==> config.mk <==
export PLATFORM = sky130hd
export DESIGN_NAME = regfile_mp
export DESIGN_NICKNAME = d
export VERILOG_FILES = /design/src/rtl/regfile_pkg.sv /design/src/rtl/regfile_sweep.sv /design/src/rtl/regfile_mp.sv
export SDC_FILE = /design/constraint.sdc
export NUM_CORES = 2
export LEC_CHECK = 0
export ABC_CLOCK_PERIOD_IN_PS = 3800
export CORE_MARGIN = 4
export CORE_UTILIZATION = 35
export DETAILED_ROUTE_END_ITERATION = 16
export HOLD_SLACK_MARGIN = 0.1
export SLEW_MARGIN = 5
export SYNTH_ARGS = -nofsm -noshare
export SYNTH_HDL_FRONTEND = slang
export SYNTH_HIERARCHICAL = 1
export SYNTH_SLANG_ARGS = --single-unit
==> constraint.sdc <==
create_clock -name clk -period 3.8 [get_ports clk]
set_input_delay 0.76 -clock clk [delete_from_list [all_inputs] [get_ports clk]]
set_output_delay 0.76 -clock clk [all_outputs]
set_load 0.005 [all_outputs]
==> src/rtl/regfile_pkg.sv <==
// regfile_pkg: shared types and constants for the multi-port register file.
//   state_e      - CLEAR (post-reset zeroing sweep) / RUN (normal operation)
//   DEF_DATA_W   - default register width
//   DEF_ADDR_W   - default address width (DEPTH = 2**ADDR_W)
//   lsb()        - low bit index of slice `idx` in a flattened port bus
package regfile_pkg;

    typedef enum logic {
        CLEAR = 1'b0,
        RUN   = 1'b1
    } state_e;

    localparam int unsigned DEF_DATA_W = 32;
    localparam int unsigned DEF_ADDR_W = 5;

    function automatic int unsigned lsb(input int unsigned idx, input int unsigned w);
        return idx * w;
    endfunction

endpackage

==> src/rtl/regfile_sweep.sv <==
// regfile_sweep: CLEAR/RUN controller for the post-reset clearing sweep.
// Ports:
//   clk        in   clock
//   rst        in   synchronous active-high reset (forces CLEAR, counter 0)
//   ready      out  high in RUN, once every entry has been zeroed
//   sweep_we   out  zero-write enable for entry sweep_addr (CLEAR only)
//   sweep_addr out  entry being cleared this cycle
module regfile_sweep
    import regfile_pkg::*;
#(
    parameter int unsigned ADDR_W = DEF_ADDR_W
) (
    input  logic              clk,
    input  logic              rst,
    output logic              ready,
    output logic              sweep_we,
    output logic [ADDR_W-1:0] sweep_addr
);

    localparam int unsigned DEPTH = 1 << ADDR_W;
    localparam logic [ADDR_W-1:0] LAST = ADDR_W'(DEPTH - 1);

    state_e            state_q, state_d;
    logic [ADDR_W-1:0] cnt_q, cnt_d;

    always_ff @(posedge clk) begin
        if (rst) begin
            state_q <= CLEAR;
            cnt_q   <= '0;
        end else begin
            state_q <= state_d;
            cnt_q   <= cnt_d;
        end
    end

    always_comb begin
        state_d = state_q;
        cnt_d   = cnt_q;
        case (state_q)
            CLEAR: begin
                // Counter holds at the last entry rather than wrapping.
                if (cnt_q == LAST) state_d = RUN;
                else               cnt_d   = cnt_q + ADDR_W'(1);
            end
            RUN:     ;
            default: state_d = CLEAR;
        endcase
    end

    assign ready      = (state_q == RUN);
    assign sweep_we   = (state_q == CLEAR) && !rst;
    assign sweep_addr = cnt_q;

endmodule

==> src/rtl/regfile_mp.sv <==
// regfile_mp: parametrised multi-port register file with busy scoreboard and
// post-reset clearing sweep.
// Ports:
//   clk, rst         clock, synchronous active-high reset
//   ra  / rd / rbusy NUM_RD async read ports (addr, data, busy bit)
//   we  / wa / wd    NUM_WR sync write ports; highest port index wins on collision
//   set_busy, busy_addr  mark an entry pending; beats a same-edge write clear
//   ready            high once the clearing sweep has finished
// Optional feature: define REGFILE_BYPASS_EN for write-first forwarding of
// same-cycle write data onto the read ports (default: read-before-write).
module regfile_mp
    import regfile_pkg::*;
#(
    parameter int unsigned DATA_W   = DEF_DATA_W,
    parameter int unsigned ADDR_W   = DEF_ADDR_W,
    parameter int unsigned NUM_RD   = 2,
    parameter int unsigned NUM_WR   = 2,
    parameter int unsigned ZERO_REG = 1
) (
    input  logic                     clk,
    input  logic                     rst,
    input  logic [NUM_RD*ADDR_W-1:0] ra,
    output logic [NUM_RD*DATA_W-1:0] rd,
    output logic [NUM_RD-1:0]        rbusy,
    input  logic [NUM_WR-1:0]        we,
    input  logic [NUM_WR*ADDR_W-1:0] wa,
    input  logic [NUM_WR*DATA_W-1:0] wd,
    input  logic                     set_busy,
    input  logic [ADDR_W-1:0]        busy_addr,
    output logic                     ready
);

    localparam int unsigned DEPTH = 1 << ADDR_W;

    logic              sweep_we;
    logic [ADDR_W-1:0] sweep_addr;

    logic [DATA_W-1:0] mem_q [DEPTH];
    logic [DATA_W-1:0] mem_d [DEPTH];
    logic [DEPTH-1:0]  busy_q, busy_d;
    logic [NUM_WR-1:0] wr_ok;
    logic              set_ok;

    logic [ADDR_W-1:0] rd_addr;
    logic [DATA_W-1:0] rd_data;
    logic              rd_busy;
`ifdef REGFILE_BYPASS_EN
    logic              rd_hit;
`endif

    regfile_sweep #(.ADDR_W(ADDR_W)) u_sweep (
        .clk        (clk),
        .rst        (rst),
        .ready      (ready),
        .sweep_we   (sweep_we),
        .sweep_addr (sweep_addr)
    );

    // Qualified write/set strobes: RUN only, never during reset, and never
    // to the hardwired zero entry.
    always_comb begin
        wr_ok = '0;
        for (int unsigned j = 0; j < NUM_WR; j++) begin
            wr_ok[j] = ready && !rst && we[j] &&
                       !(ZERO_REG != 0 && wa[lsb(j, ADDR_W) +: ADDR_W] == '0);
        end
        set_ok = ready && !rst && set_busy &&
                 !(ZERO_REG != 0 && busy_addr == '0);
    end

    // Ascending port order makes the highest enabled port win; set_busy is
    // applied last so a new producer overrides a same-edge clear.
    always_comb begin
        mem_d  = mem_q;
        busy_d = busy_q;
        if (sweep_we) mem_d[sweep_addr] = '0;
        for (int unsigned j = 0; j < NUM_WR; j++) begin
            if (wr_ok[j]) begin
                mem_d[wa[lsb(j, ADDR_W) +: ADDR_W]]  = wd[lsb(j, DATA_W) +: DATA_W];
                busy_d[wa[lsb(j, ADDR_W) +: ADDR_W]] = 1'b0;
            end
        end
        if (set_ok) busy_d[busy_addr] = 1'b1;
    end

    always_ff @(posedge clk) begin
        mem_q <= mem_d;
    end

    always_ff @(posedge clk) begin
        if (rst) busy_q <= '0;
        else     busy_q <= busy_d;
    end

    always_comb begin
        rd      = '0;
        rbusy   = '0;
        rd_addr = '0;
        rd_data = '0;
        rd_busy = 1'b0;
`ifdef REGFILE_BYPASS_EN
        rd_hit  = 1'b0;
`endif
        for (int unsigned i = 0; i < NUM_RD; i++) begin
            rd_addr = ra[lsb(i, ADDR_W) +: ADDR_W];
            rd_data = mem_q[rd_addr];
            rd_busy = busy_q[rd_addr];
`ifdef REGFILE_BYPASS_EN
            rd_hit  = 1'b0;
            for (int unsigned j = 0; j < NUM_WR; j++) begin
                if (wr_ok[j] && wa[lsb(j, ADDR_W) +: ADDR_W] == rd_addr) begin
                    rd_data = wd[lsb(j, DATA_W) +: DATA_W];
                    rd_hit  = 1'b1;
                end
            end
            if (rd_hit) rd_busy = set_ok && (busy_addr == rd_addr);
`endif
            if ((ZERO_REG != 0 && rd_addr == '0) || !ready) begin
                rd_data = '0;
                rd_busy = 1'b0;
            end
            rd[lsb(i, DATA_W) +: DATA_W] = rd_data;
            rbusy[i]                     = rd_busy;
        end
    end

endmodule

==> run_results.csv <==
group,metric,value,unit
status,status,"complete, but fails checks",
status,violations,"setup timing",
yosys,synth_nets,7913,
grt,grt_overflow_total,0,
yosys,yosys_warnings,6,
cells_and_area,final_nets,7927,
floorplanning,die_area,183000,um2
grt,grt_util_all_layers,35.1,%
cells_and_area,drive_above_1_share,17.3,%
place,dpl_cell_area,69800,um2
timing,worstMarginPinSlew,1.13,ns
detailed_routing,ant_nets,0,
critical_path,critPathKind,"flip-flop to output port",
critical_path,crit_start,"u_sweep/ready$_SDFF_PP0_",
critical_path,endpoint_kind,"output port",
grt,grt_start_max_net_pins,66,
detailed_routing,wire_per_inst,32.7,um
critical_path,cp-start-kind,"flip-flop",
timing,drv_slew,0,
floorplanning,coreArea,174000,um2
detailed_routing,finalWirelength,335000,um
critical_path,cp_max_fo,7,
floorplanning,die-width,427,um
yosys,syn_area,61600,um2
critical_path,worstPathArrival,3.17,ns
yosys,synth_edf_count,0,
cells_and_area,stdcell_area,75200,um2
pwr,intPower,0.0191,W
floorplanning,initial_core_util,35.3,%
grt,grt_antenna_before_repair,15,
detailed_routing,first_pass_iters,9,
clocking,clock-sinks,1062,
pwr,seq_power_share,43.5,%
pwr,combinationalPowerShare,10.1,%
yosys,synth_adder_area_share,0.0407,%
critical_path,cp_data_required_time,3.04,ns
detailed_routing,drc,0,
detailed_routing,first_iter_violations,11069,
yosys,async_flop_share,0,%
grt,grt_pass1_vias,62957,
floorplanning,ios,161,
grt,grt_pass1_wl,469000,um
clocking,insertion_delay,0.80,ns
timing,rsz0062_at_grt,"yes",
timing,fin_crit_sh,103,%
yosys,seq_area_frac_synth,34.5,%
pwr,p_total,0.0261,W
cells_and_area,final_util,43.1,%
timing,skew,0.0238,ns
detailed_routing,viasPerCell,6.67,
pwr,pwr-share-clk,46.4,%
detailed_routing,vias,68442,
floorplanning,row_count,153,
place,post-place-ws,-0.656,ns
pwr,ir_drop,0.450,mV
yosys,synth-xor-area-share,0.0285,%
pwr,leakagePower,28.2,nW
timing,period_needed,3.93,ns
flow_run,drv_cap,0,
critical_path,timing.rr.start,"u_sweep/ready$_SDFF_PP0_",
pwr,swShare,27.0,%
cells_and_area,area_growth,22.1,%
timing,slew_headroom,24.3,%
yosys,synth.avg_cell_area,7.87,um2
place,hpwlAfterDp,213000,um
clocking,clockBufferDepth,3,
timing,final.setup.tns,-0.529,ns
yosys,synthDistinctLibCells,47,
yosys,ys_ff_latch,1062,
timing,timing.fmax,255,MHz
place,io_buffer_count,160,
timing,setup_slack,-0.125,ns
clocking,htree_levels,3,
clocking,cts_tree,"built",
yosys,synth_top_family_by_area,"simple AND/OR/NAND/NOR gates",
yosys,synth-simple-area-share,25.3,%
yosys,syn_inst,7817,
clocking,root_buffer,"clkbuf_16",
worst_hold_path,min_from,"rst",
worst_hold_path,hold_class,"input port to flip-flop",
pwr,powerDensity,348,nW/um2
yosys,synthMuxAreaShare,18.2,%
timing,setup_violations,16,
place,gp_congestion,0.991,
yosys,synth-compound-area-share,15.4,%
pwr,p_sw,0.00707,W
floorplanning,die_y,427,um
yosys,synth_flop_cell,"dfxtp_1",
clocking,cts_buffers,117,
timing,final-hold-violation-count,0,
clocking,clk_pin_slew,0.06,ns
power by group through the flow:
stage | logic, W | clock network, W | registers [W]
after floorplan | 0.00126 | 0 | 0.0116
after global placement | 0.00239 | 0 | 0.0116
after detailed placement | 0.00241 | 0 | 0.0116
after CTS | 0.00249 | 0.0121 | 0.0114
after global routing | 0.00267 | 0.0125 | 0.0114
final | 0.00264 | 0.0121 | 0.0114
sequential cells by signal (all words and copies together), names as in the netlist:
| signal | cells |
|---|---|
| mem_q | 1024 |
| u_sweep/ready | 1 |
| busy_q | 32 |
| u_sweep/sweep_addr | 5 |
cell usage in the layout (no fill, tap or decap), types with 10 or more instances in the layout:
master	netlist	routed
buf_6	0	15
dfxtp_1	1062	1061
buf_12	0	174
a31oi_4	0	21
a22o_1	21	20
mux2i_1	563	559
and2_1	41	34
a31oi_1	1013	992
dlymetal6s2s_1	0	14
buf_4	19	512
clkinv_2	0	24
a22oi_1	322	297
nand4_1	71	71
nand3_1	1171	1114
and3_2	0	14
nor3b_1	12	10
nand2_2	0	19
clkbuf_1	657	24
clkbuf_16	0	122
nand2_1	1059	1040
a22oi_2	0	25
and3_1	46	32
clkbuf_8	0	27
mux4_2	246	246
nand3_4	0	22
a32oi_1	39	32
nand3_2	0	35
nor2_1	1042	1035
nand3b_1	12	12
clkdlybuf4s50_1	0	98
a21oi_1	34	25
dlygate4sd2_1	0	28
worst paths after layout:
path,cells past startpoint,slack [ns],end
worst min-delay path,2,0.39,u_sweep/sweep_addr[2]$_SDFFE_PP0P_
worst min register to register,1,0.47,mem_q[1014]$_DFF_P_
worst max-delay path,7,-0.13,rd[21]
worst max register to register,8,0.75,mem_q[730]$_DFF_P_
critical path, stage by stage, from the launching register on:
cell and delay (ns):
dfxtp_4 0.41, nor3b_4 0.20, and2_4 0.18, buf_12 0.16, buf_6 0.17, a22oi_2 0.42
nand4_1 0.50, buf_2 0.29
metal layers:
layer	share of wire (%)	track usage (%)	vias to the layer above
met5	0.010	0.0806	-
met4	8.1	23.2	4
met3	14	11.8	1559
met2	41	50.5	5829
met1	37	44.6	32607
li1	-	-	28443
cells in the mapped netlist (all sizes together), types with 9 or more instances:
master,number,area (um2)
and2,41,257
nand3,1171,5860
nand3b,13,101
nor3,19,135
a21oi,34,170
nand4b,9,93.8
dfxtp,1062,21300
and3,46,288
a22o,21,184
a31oi,1013,6340
a22oi,322,2420
mux4,246,5540
clkbuf,657,2470
nor3b,16,140
nor2b,13,81.3
a32oi,39,342
buf,317,1540
and3b,9,78.8
mux2i,563,5640
nor2,1044,3930
nand4,72,457
nand2,1059,3980
logic make-up after synthesis:
family	after synthesis
simple gates	3532
compound gates	1432
flops	1062
buf+inv	977
mux	810
xor+xnor	2
fa+ha+maj	2
stage by stage:
step | hold WS [ns] | instances
after floorplan | 0.425 | 7817
after CTS | 0.360 | 10224
after detailed placement | 0.447 | 9986
final | 0.386 | 10257
after global placement | 0.439 | 9986
after global routing | 0.380 | 10249
repair_timing:
item | CTS | global route
hold buffers | 0 | 0
setup endpoints to repair | 66 | 36
resized for setup | 187 | 51
pin swaps | 42 | 22
setup buffers | 27 | 22
cloned | 3 | 3
area by class of cell:
cell class                      count  area [um2]
Timing Repair Buffer              869        9370
Clock inverter                     43         515
Sequential cell                  1062       21300
Multi-Input combinational cell   5778       37700
Tap cell                         2325        2910
Antenna cell                        8        20.0
Inverter                            3        11.3
Fill cell                       16658       99200
Clock buffer                      169        3410
(Power assumes the default switching activity.)
